### src/rtl/ahb_slave_responder_if.sv
// rtl/ahb_slave_responder_if.sv - transfer request/response bundle between bus controller and slave responder
interface ahb_slave_responder_if #(
  parameter int ADDR_W = 5,
  parameter int DATA_W = 8
);
  logic              sel;
  logic [ADDR_W-1:0] addr_in;
  logic [DATA_W-1:0] wdata;
  logic              read_write;
  logic              busy;
  logic [DATA_W-1:0] rdata;
  logic              rdyout;
  logic [1:0]        respout;
  logic              split;

  modport master (
    output sel, addr_in, wdata, read_write, busy,
    input  rdata, rdyout, respout, split
  );

  modport slave (
    input  sel, addr_in, wdata, read_write, busy,
    output rdata, rdyout, respout, split
  );
endinterface

### src/rtl/ahb_slave_responder.sv
// rtl/ahb_slave_responder.sv - slave responder with wait states, ERROR/RETRY/SPLIT responses over a local register file
module ahb_slave_responder #(
  parameter int ADDR_W      = 5,
  parameter int DATA_W      = 8,
  parameter int DEPTH       = 16,
  parameter int SPLIT_BASE  = 8,
  parameter int RO_BASE     = 12,
  parameter int WAIT_CYCLES = 2,
  parameter int SPLIT_LAT   = 4
) (
  input logic                  clk,
  input logic                  rst,
  ahb_slave_responder_if.slave bus
);
  localparam int IDX_W = (DEPTH > 1) ? $clog2(DEPTH) : 1;
  localparam int CNT_W = 8;

  localparam logic [1:0] RESP_OKAY  = 2'b00;
  localparam logic [1:0] RESP_ERROR = 2'b01;
  localparam logic [1:0] RESP_RETRY = 2'b10;
  localparam logic [1:0] RESP_SPLIT = 2'b11;

  typedef enum logic [2:0] {
    S_IDLE, S_WAIT, S_DATA, S_ERR, S_RTY, S_SPLIT_HOLD
  } state_t;

  state_t            r_state;
  logic [CNT_W-1:0]  r_cnt;
  logic [IDX_W-1:0]  r_addr;
  logic [DATA_W-1:0] r_wdata;
  logic              r_rw;
  logic [DATA_W-1:0] r_rdata;
  logic              r_rdyout;
  logic [1:0]        r_respout;
  logic              r_split;
  logic [DATA_W-1:0] r_mem [DEPTH];

  logic              w_in_range;
  logic              w_ro_hit;
  logic              w_split_hit;
  logic              w_normal;
  logic              w_enter_data;
  logic [IDX_W-1:0]  w_acc_idx;
  logic [DATA_W-1:0] w_acc_wdata;
  logic              w_acc_rw;

  assign w_in_range  = int'(bus.addr_in) < DEPTH;
  assign w_ro_hit    = int'(bus.addr_in) >= RO_BASE;
  assign w_split_hit = int'(bus.addr_in) >= SPLIT_BASE;
  assign w_normal    = w_in_range && !(bus.read_write && w_ro_hit) && !bus.busy &&
                       !(!bus.read_write && w_split_hit);

  // With zero wait states the access happens straight out of IDLE, so it uses the live inputs.
  assign w_enter_data = ((r_state == S_IDLE) && bus.sel && w_normal && (WAIT_CYCLES == 0)) ||
                        (((r_state == S_WAIT) || (r_state == S_SPLIT_HOLD)) && (r_cnt == '0));
  assign w_acc_idx    = (r_state == S_IDLE) ? bus.addr_in[IDX_W-1:0] : r_addr;
  assign w_acc_wdata  = (r_state == S_IDLE) ? bus.wdata : r_wdata;
  assign w_acc_rw     = (r_state == S_IDLE) ? bus.read_write : r_rw;

  function automatic logic [3:0] f_outs(input state_t s);
    case (s)
      S_WAIT:       f_outs = {1'b0, RESP_OKAY,  1'b0};
      S_ERR:        f_outs = {1'b1, RESP_ERROR, 1'b0};
      S_RTY:        f_outs = {1'b1, RESP_RETRY, 1'b0};
      S_SPLIT_HOLD: f_outs = {1'b0, RESP_SPLIT, 1'b1};
      default:      f_outs = {1'b1, RESP_OKAY,  1'b0};
    endcase
  endfunction

  always_ff @(posedge clk or posedge rst) begin
    if (rst) begin
      r_state   <= S_IDLE;
      r_cnt     <= '0;
      r_addr    <= '0;
      r_wdata   <= '0;
      r_rw      <= 1'b0;
      r_rdata   <= '0;
      r_rdyout  <= 1'b1;
      r_respout <= RESP_OKAY;
      r_split   <= 1'b0;
      for (int i = 0; i < DEPTH; i++) r_mem[i] <= '0;
    end else begin
      case (r_state)
        S_IDLE: begin
          if (bus.sel) begin
            r_addr  <= bus.addr_in[IDX_W-1:0];
            r_wdata <= bus.wdata;
            r_rw    <= bus.read_write;
            if (!w_in_range || (bus.read_write && w_ro_hit)) begin
              r_state <= S_ERR;
              {r_rdyout, r_respout, r_split} <= f_outs(S_ERR);
            end else if (bus.busy) begin
              r_state <= S_RTY;
              {r_rdyout, r_respout, r_split} <= f_outs(S_RTY);
            end else if (!bus.read_write && w_split_hit) begin
              r_state <= S_SPLIT_HOLD;
              r_cnt   <= CNT_W'(SPLIT_LAT - 1);
              {r_rdyout, r_respout, r_split} <= f_outs(S_SPLIT_HOLD);
            end else if (WAIT_CYCLES == 0) begin
              r_state <= S_DATA;
              {r_rdyout, r_respout, r_split} <= f_outs(S_DATA);
            end else begin
              r_state <= S_WAIT;
              r_cnt   <= CNT_W'(WAIT_CYCLES - 1);
              {r_rdyout, r_respout, r_split} <= f_outs(S_WAIT);
            end
          end
        end
        S_WAIT, S_SPLIT_HOLD: begin
          if (r_cnt == '0) begin
            r_state <= S_DATA;
            {r_rdyout, r_respout, r_split} <= f_outs(S_DATA);
          end else begin
            r_cnt <= r_cnt - 1'b1;
          end
        end
        default: begin
          r_state <= S_IDLE;
          {r_rdyout, r_respout, r_split} <= f_outs(S_IDLE);
        end
      endcase

      if (w_enter_data) begin
        if (w_acc_rw) r_mem[w_acc_idx] <= w_acc_wdata;
        else          r_rdata <= r_mem[w_acc_idx];
      end
    end
  end

  assign bus.rdata   = r_rdata;
  assign bus.rdyout  = r_rdyout;
  assign bus.respout = r_respout;
  assign bus.split   = r_split;
endmodule

### src/flat_wrapper.sv
// flat-port wrapper written by rule: the top's interface ports become plain ports
module ahb_slave_responder_flat 
#(
  parameter int ADDR_W      = 5,
  parameter int DATA_W      = 8,
  parameter int DEPTH       = 16,
  parameter int SPLIT_BASE  = 8,
  parameter int RO_BASE     = 12,
  parameter int WAIT_CYCLES = 2,
  parameter int SPLIT_LAT   = 4
)
  (clk, rst, bus_sel, bus_addr_in, bus_wdata, bus_read_write, bus_busy, bus_rdata, bus_rdyout, bus_respout, bus_split);
  ahb_slave_responder_if #(.ADDR_W(ADDR_W), .DATA_W(DATA_W)) bus_i ();
  input logic clk;
  input logic rst;
  input wire logic [$bits(bus_i.sel)-1:0] bus_sel;
  input wire logic [$bits(bus_i.addr_in)-1:0] bus_addr_in;
  input wire logic [$bits(bus_i.wdata)-1:0] bus_wdata;
  input wire logic [$bits(bus_i.read_write)-1:0] bus_read_write;
  input wire logic [$bits(bus_i.busy)-1:0] bus_busy;
  output wire logic [$bits(bus_i.rdata)-1:0] bus_rdata;
  output wire logic [$bits(bus_i.rdyout)-1:0] bus_rdyout;
  output wire logic [$bits(bus_i.respout)-1:0] bus_respout;
  output wire logic [$bits(bus_i.split)-1:0] bus_split;
  assign bus_i.sel = bus_sel;
  assign bus_i.addr_in = bus_addr_in;
  assign bus_i.wdata = bus_wdata;
  assign bus_i.read_write = bus_read_write;
  assign bus_i.busy = bus_busy;
  assign bus_rdata = bus_i.rdata;
  assign bus_rdyout = bus_i.rdyout;
  assign bus_respout = bus_i.respout;
  assign bus_split = bus_i.split;
  ahb_slave_responder #(.ADDR_W(ADDR_W), .DATA_W(DATA_W), .DEPTH(DEPTH), .SPLIT_BASE(SPLIT_BASE), .RO_BASE(RO_BASE), .WAIT_CYCLES(WAIT_CYCLES), .SPLIT_LAT(SPLIT_LAT)) u_core (.clk(clk), .rst(rst), .bus(bus_i));
endmodule
### config.mk
export PLATFORM = sky130hd
export DESIGN_NAME = ahb_slave_responder_flat
export DESIGN_NICKNAME = d
export VERILOG_FILES = /design/src/rtl/ahb_slave_responder_if.sv /design/src/rtl/ahb_slave_responder.sv /design/src/flat_wrapper.sv
export SDC_FILE = /design/constraint.sdc
export NUM_CORES = 1
export LEC_CHECK = 0
export BUFFER_PORTS_ARGS = -buffer_cell sky130_fd_sc_hd__buf_2
export CORE_MARGIN = 3
export CORE_UTILIZATION = 31
export CTS_CLUSTER_SIZE = 20
export DETAILED_ROUTE_END_ITERATION = 8
export SETUP_SLACK_MARGIN = 0.02
export SLEW_MARGIN = 0
export SYNTH_ARGS = -nofsm -noshare
export SYNTH_HDL_FRONTEND = slang
export SYNTH_SLANG_ARGS = --single-unit
### constraint.sdc
create_clock -name clk -period 6.9 [get_ports clk]
set_input_delay 2.07 -clock clk [delete_from_list [all_inputs] [get_ports clk]]
set_output_delay 2.07 -clock clk [all_outputs]
set_load 0.01 [all_outputs]
# Word-level counts from Yosys, hierarchy flattened
# Cells that the tools add are included.
[word_totals]
out_inout_bits = 12
ff_bits = 164
[op_classes]
n_reduce_logical = 17
n_bitwise = 2
n_lt_le_gt_ge = 5
mux = 38
addsub = 1
n_eq_ne = 7
[op_table]
columns = ["operator", "n"]
rows = [
  ["$bwmux 128", 1],
  ["$mux 8", 8],
  ["$bmux 8 s4", 1],
  ["$demux 8 s4", 1],
  ["$pmux 8 s2", 1],
  ["$mux 3", 5],
  ["$mux 2", 6],
  ["$ge 5x4->1 const B", 2],
  ["$mux 1", 10],
  ["$logic_not 8->1", 1],
  ["$ne 2x2->1 const B", 4],
  ["$reduce_and 2->1", 4],
  ["$sub 8x1->8 const B", 1],
  ["$pmux 3 s2", 1],
  ["$ge 5x5->1 const B", 1],
  ["$lt 5x1->1 const B", 1],
  ["$lt 5x5->1 const B", 1],
  ["$not 4->5", 1],
  ["$reduce_and 5->1", 1],
  ["$logic_and 1x1->1", 4],
  ["$mux 4", 1],
  ["$pmux 1 s2", 2],
  ["$pmux 2 s2", 1],
  ["$eq 3x1->1 const B", 1],
  ["other kinds (8)", 10],
]

# Longest topological paths before layout
[logic_depth]
ltp_word = 8
depth_mapped = 9

# Worst setup path before layout
# OpenSTA, ideal clock, no wires.
[synth_timing]
kind = "input -> register"
start = "input port bus_sel"
end = "register u_core.r_cnt[5]"
arrival_time_ns = 3.596
n_path_buf = 1
path_slack_ns = 3.172
required_ns = 6.768
stages = 7
cell_sequence = "or4b_2 clkbuf_1 nor3_1 o21ai_0 nor3_1 xnor2_1 nor2_1"
[synth_between]
elab_chain_cells = 2
[synth_lines]
columns = ["item", "line", "source"]
rows = [
  ["from (decl)", "flat_wrapper.sv:16", "input wire logic [$bits(bus_i.sel)-1:0] bus_sel;"],
  ["$ne 2x2->1 (no source line)", "--", ""],
  ["$reduce_and 5->1 (no source line)", "--", ""],
  ["to (signal assigned)", "ahb_slave_responder.sv:97", "r_cnt <= CNT_W'(SPLIT_LAT - 1);"],
  ["to (signal assigned)", "ahb_slave_responder.sv:104", "r_cnt <= CNT_W'(WAIT_CYCLES - 1);"],
  ["to (signal assigned)", "ahb_slave_responder.sv:114", "r_cnt <= r_cnt - 1'b1;"],
  ["to (decl)", "ahb_slave_responder.sv:28", "logic [CNT_W-1:0] r_cnt;"],
]
# No other way between the ends.
# A chain may end at the register's enable or synchronous reset.

# Final worst setup path
[layout_timing]
start = "input port bus_addr_in[0]"
end = "register u_core.r_rdata[3] (netlist: u_core.bus.rdata[3])"
[layout_between]
elab_chain_cells = 5
[layout_lines]
columns = ["item", "line", "source"]
rows = [
  ["from (decl)", "flat_wrapper.sv:17", "input wire logic [$bits(bus_i.addr_in)-1:0] bus_addr_in;"],
  ["$mux 4", "ahb_slave_responder.sv:56", "assign w_acc_idx = (r_state == S_IDLE) ? bus.addr_in[IDX_W-1:0] : r_addr;"],
  ["$not 4->5 (implied by the code)", "ahb_slave_responder.sv:125", "else r_rdata <= r_mem[w_acc_idx];"],
  ["$bmux 8 s4", "ahb_slave_responder.sv:125", ""],
  ["$mux 8 (implied by the code) (2 in series)", "ahb_slave_responder.sv:125", ""],
  ["to (signal assigned)", "ahb_slave_responder.sv:125", ""],
  ["to (decl)", "ahb_slave_responder.sv:32", "logic [DATA_W-1:0] r_rdata;"],
]
# No other way between the ends. The select of a mux whose other input is x is not followed.

==> results.sh <==
export IMPL_path_class="input pin to flop"
export IMPL_p_per_area_mw_per_mm2=420
export IMPL_port_buffers=29
export IMPL_via_count=5735
export IMPL_postCtsSetupBuffers=0
export IMPL_grt_remaining_overflow=0
export IMPL_synthToLayoutAreaGrowth_pct=13.4
export IMPL_grt_max_degree=73
export IMPL_rr_endpoint="u_core.r_mem[93]$_DFFE_PP0P_"
export IMPL_r2r_slack_ns=3.60
export IMPL_grt_pass1_vias=5579
export IMPL_ant_nets=0
export IMPL_synth_top_area_share_pct=53.8
export IMPL_cp_required_ns=7.19
export IMPL_setup_viol=0
export IMPL_holdPathStages=2
export IMPL_worstPathMaxFanout=40
export IMPL_syn_inst=810
export IMPL_r2r_start="u_core.r_state[0]$_DFFE_PP0P_"
export IMPL_startpoint="bus_addr_in[0]"
export IMPL_p_leak_nw=3.81
export IMPL_seqCellArea_sq_mm=0.00411
export IMPL_synthMostInstantiatedCell="dfrtp_1"
export IMPL_cts_tree="done"
export IMPL_dr_pass1_iters=5
export IMPL_placed_cell_area_sq_mm=0.00801
export IMPL_grt_setup_unrepaired="no"
export IMPL_fin_tns_setup_ns=0
export IMPL_grt_pass1_wl_um=30900
export IMPL_antenna_found_initial=1
export IMPL_finalCritPeriodShare_pct=58.5
export IMPL_synth_nets=830
export IMPL_cts_made_buffers=17
export IMPL_endpoint_kind="flop"
export IMPL_slew_headroom_pct=21.0
export IMPL_reg2reg_depth=7
export IMPL_avgSynthCellArea_sq_um=9.36
export IMPL_drv_slew=0
export IMPL_multi_input_area_sq_mm=0.00321
export IMPL_ys_top_cells_by_area="dfrtp_1 (54%), a21oi_1 (7.2%), nand2_1 (6.7%)"
export IMPL_fin_skew_ns=0.00823
export IMPL_ir_drop_mv=0.249
export IMPL_status="finished clean"
export IMPL_cts_root_buf="clkbuf_16"
export IMPL_design_area_sq_mm=0.00860
export IMPL_cp_arrival_ns=4.32
export IMPL_ys_ff_latch=164
export IMPL_layout_setup_ws_ns=2.86
export IMPL_coreArea_sq_mm=0.0238
export IMPL_die_area_sq_mm=0.0264
export IMPL_post_cts_resized=0
export IMPL_synthArstFlopShare_pct=100
export IMPL_ys_top_cells_by_count="dfrtp_1 (163), nand2_1 (135), nor2_1 (124)"
export IMPL_rows=56
export IMPL_pre_cts_ws_ns=2.44
export IMPL_holdCritPathClass="flop to flop"
export IMPL_yosys_area_top_type="dfrtp_1"
export IMPL_fp_dieH_um=162
export IMPL_fmax_mhz=248
export IMPL_avgRoutedWirePerCell_um=16.3
export IMPL_startpoint_type="input pin"
export IMPL_drt_wl_total_um=18800
export IMPL_synthFlopType="dfrtp_1"
export IMPL_drv_cap=0
export IMPL_clockBufferDepth=2
export IMPL_hpwlAfterDp_um=12000
export IMPL_path_clk_slew_ns=0.06
export IMPL_synth_seq_area_share_pct=54.2
export IMPL_htreeDepth=4
export IMPL_route_detailed_drc=0
export IMPL_finalHoldViolCount=0
export IMPL_synth_edf_count=0
export IMPL_place_congestion=0.797
export IMPL_grt_total_usage_pct=15.0
export IMPL_min_period_ns=4.04
export IMPL_yosys_warnings=0
export IMPL_tightest_slew_ns=1.17
export IMPL_final_net_count=839
export IMPL_via_per_inst=4.99
export IMPL_top_level_ports=30
export IMPL_holdCritStartpoint="u_core.bus.rdyout$_DFFE_PP1P_"
export IMPL_diodes=0
export IMPL_drt_iter0_drc=454
export IMPL_fillCellCount=2372
export IMPL_die_x_um=162
export IMPL_hold_end="u_core.bus.rdyout$_DFFE_PP1P_"
export IMPL_ctsHoldBuffers=0
export IMPL_initial_core_util_pct=31.9
export IMPL_clock_latency_ns=0.42
export IMPL_numClockSinks=164
export IMPL_synth_distinct_cells=45
export IMPL_layout_drive_gt1_share_pct=13.5
export IMPL_syn_cell_area_sq_mm=0.00758
-- worst max-delay path, stage by stage --
cell      delay (ns)
buf_2           0.12
mux2_2          0.83
buf_4           0.47
mux2i_1         0.23
o221ai_1        0.15
a31oi_1         0.31
a31oi_1         0.12
-- routing by layer --
layer  share of wire [%]  GRT usage, %
met3                 3.9          2.77
met5               0.037             0
met1                  44          19.8
met2                  50          24.6
met4                 2.2          5.39
-- layout make-up --
class	count	share of cell area, %
clock buffer	22	5.40
clock inverter	9	1.48
inverter	7	0.364
multi-input combinational	585	37.4
sequential	164	47.7
tap	319	4.64
timing repair buffer	44	3.00
-- flip-flops by register name, indices dropped and copies added (netlist names) --
signal and flops:
u_core.r_addr 4, u_core.bus.rdata 8, u_core.r_state 3, u_core.bus.respout 2, u_core.r_rw 1, u_core.bus.split 1
u_core.r_wdata 8, u_core.r_cnt 8, u_core.bus.rdyout 1, u_core.r_mem 128
-- report_power, final --
group / internal [mW] / switching (mW) / total, mW
clock network: 0.586 / 0.371 / 0.957
logic: 0.413 / 0.948 / 1.36
registers: 1.15 / 0.143 / 1.30
total: 2.15 / 1.46 / 3.61
-- cell usage in the layout, fill, tap and decap left out, drive strengths merged, types with 14 or more instances in the layout --
cell    count
dfrtp     163
nor2      124
a31oi      18
mux2i      28
clkbuf     22
mux2       14
buf        44
o21ai      31
nand2     137
nand3      65
a21oi     109
-- cell families after synthesis --
group,share of synthesized area [%]
and+or+nand+nor,22.6
DFF,54.2
AOI/OAI and AO/OA,12.6
muxes,5.93
buffers and inverters,3.90
xor gates and xnor gates,0.462
adders and majority gates,0.330
-- per-stage QoR --
step                power, mW  hold WS (ns)  cells  utilization, %
finish                   3.61         0.461   1150            36.2
detailed placement       2.69         0.454   1119            33.7
CTS                      3.65         0.464   1150            36.2
global route             3.83         0.503   1150            36.2
floorplan                2.23         0.449    810               -
global placement         2.67         0.447   1119            33.7
-- worst max path at each step --
stage | end | cells after the start
after floorplan | u_core.bus.rdata[0]$_DFFE_PP0P_ | 1
after global placement | u_core.bus.rdata[1]$_DFFE_PP0P_ | 7
after detailed placement | u_core.bus.rdata[1]$_DFFE_PP0P_ | 7
after CTS | u_core.bus.rdata[1]$_DFFE_PP0P_ | 7
after global routing | u_core.bus.rdata[3]$_DFFE_PP0P_ | 7
final | u_core.bus.rdata[3]$_DFFE_PP0P_ | 7
Power figures use the tool's default switching activity.
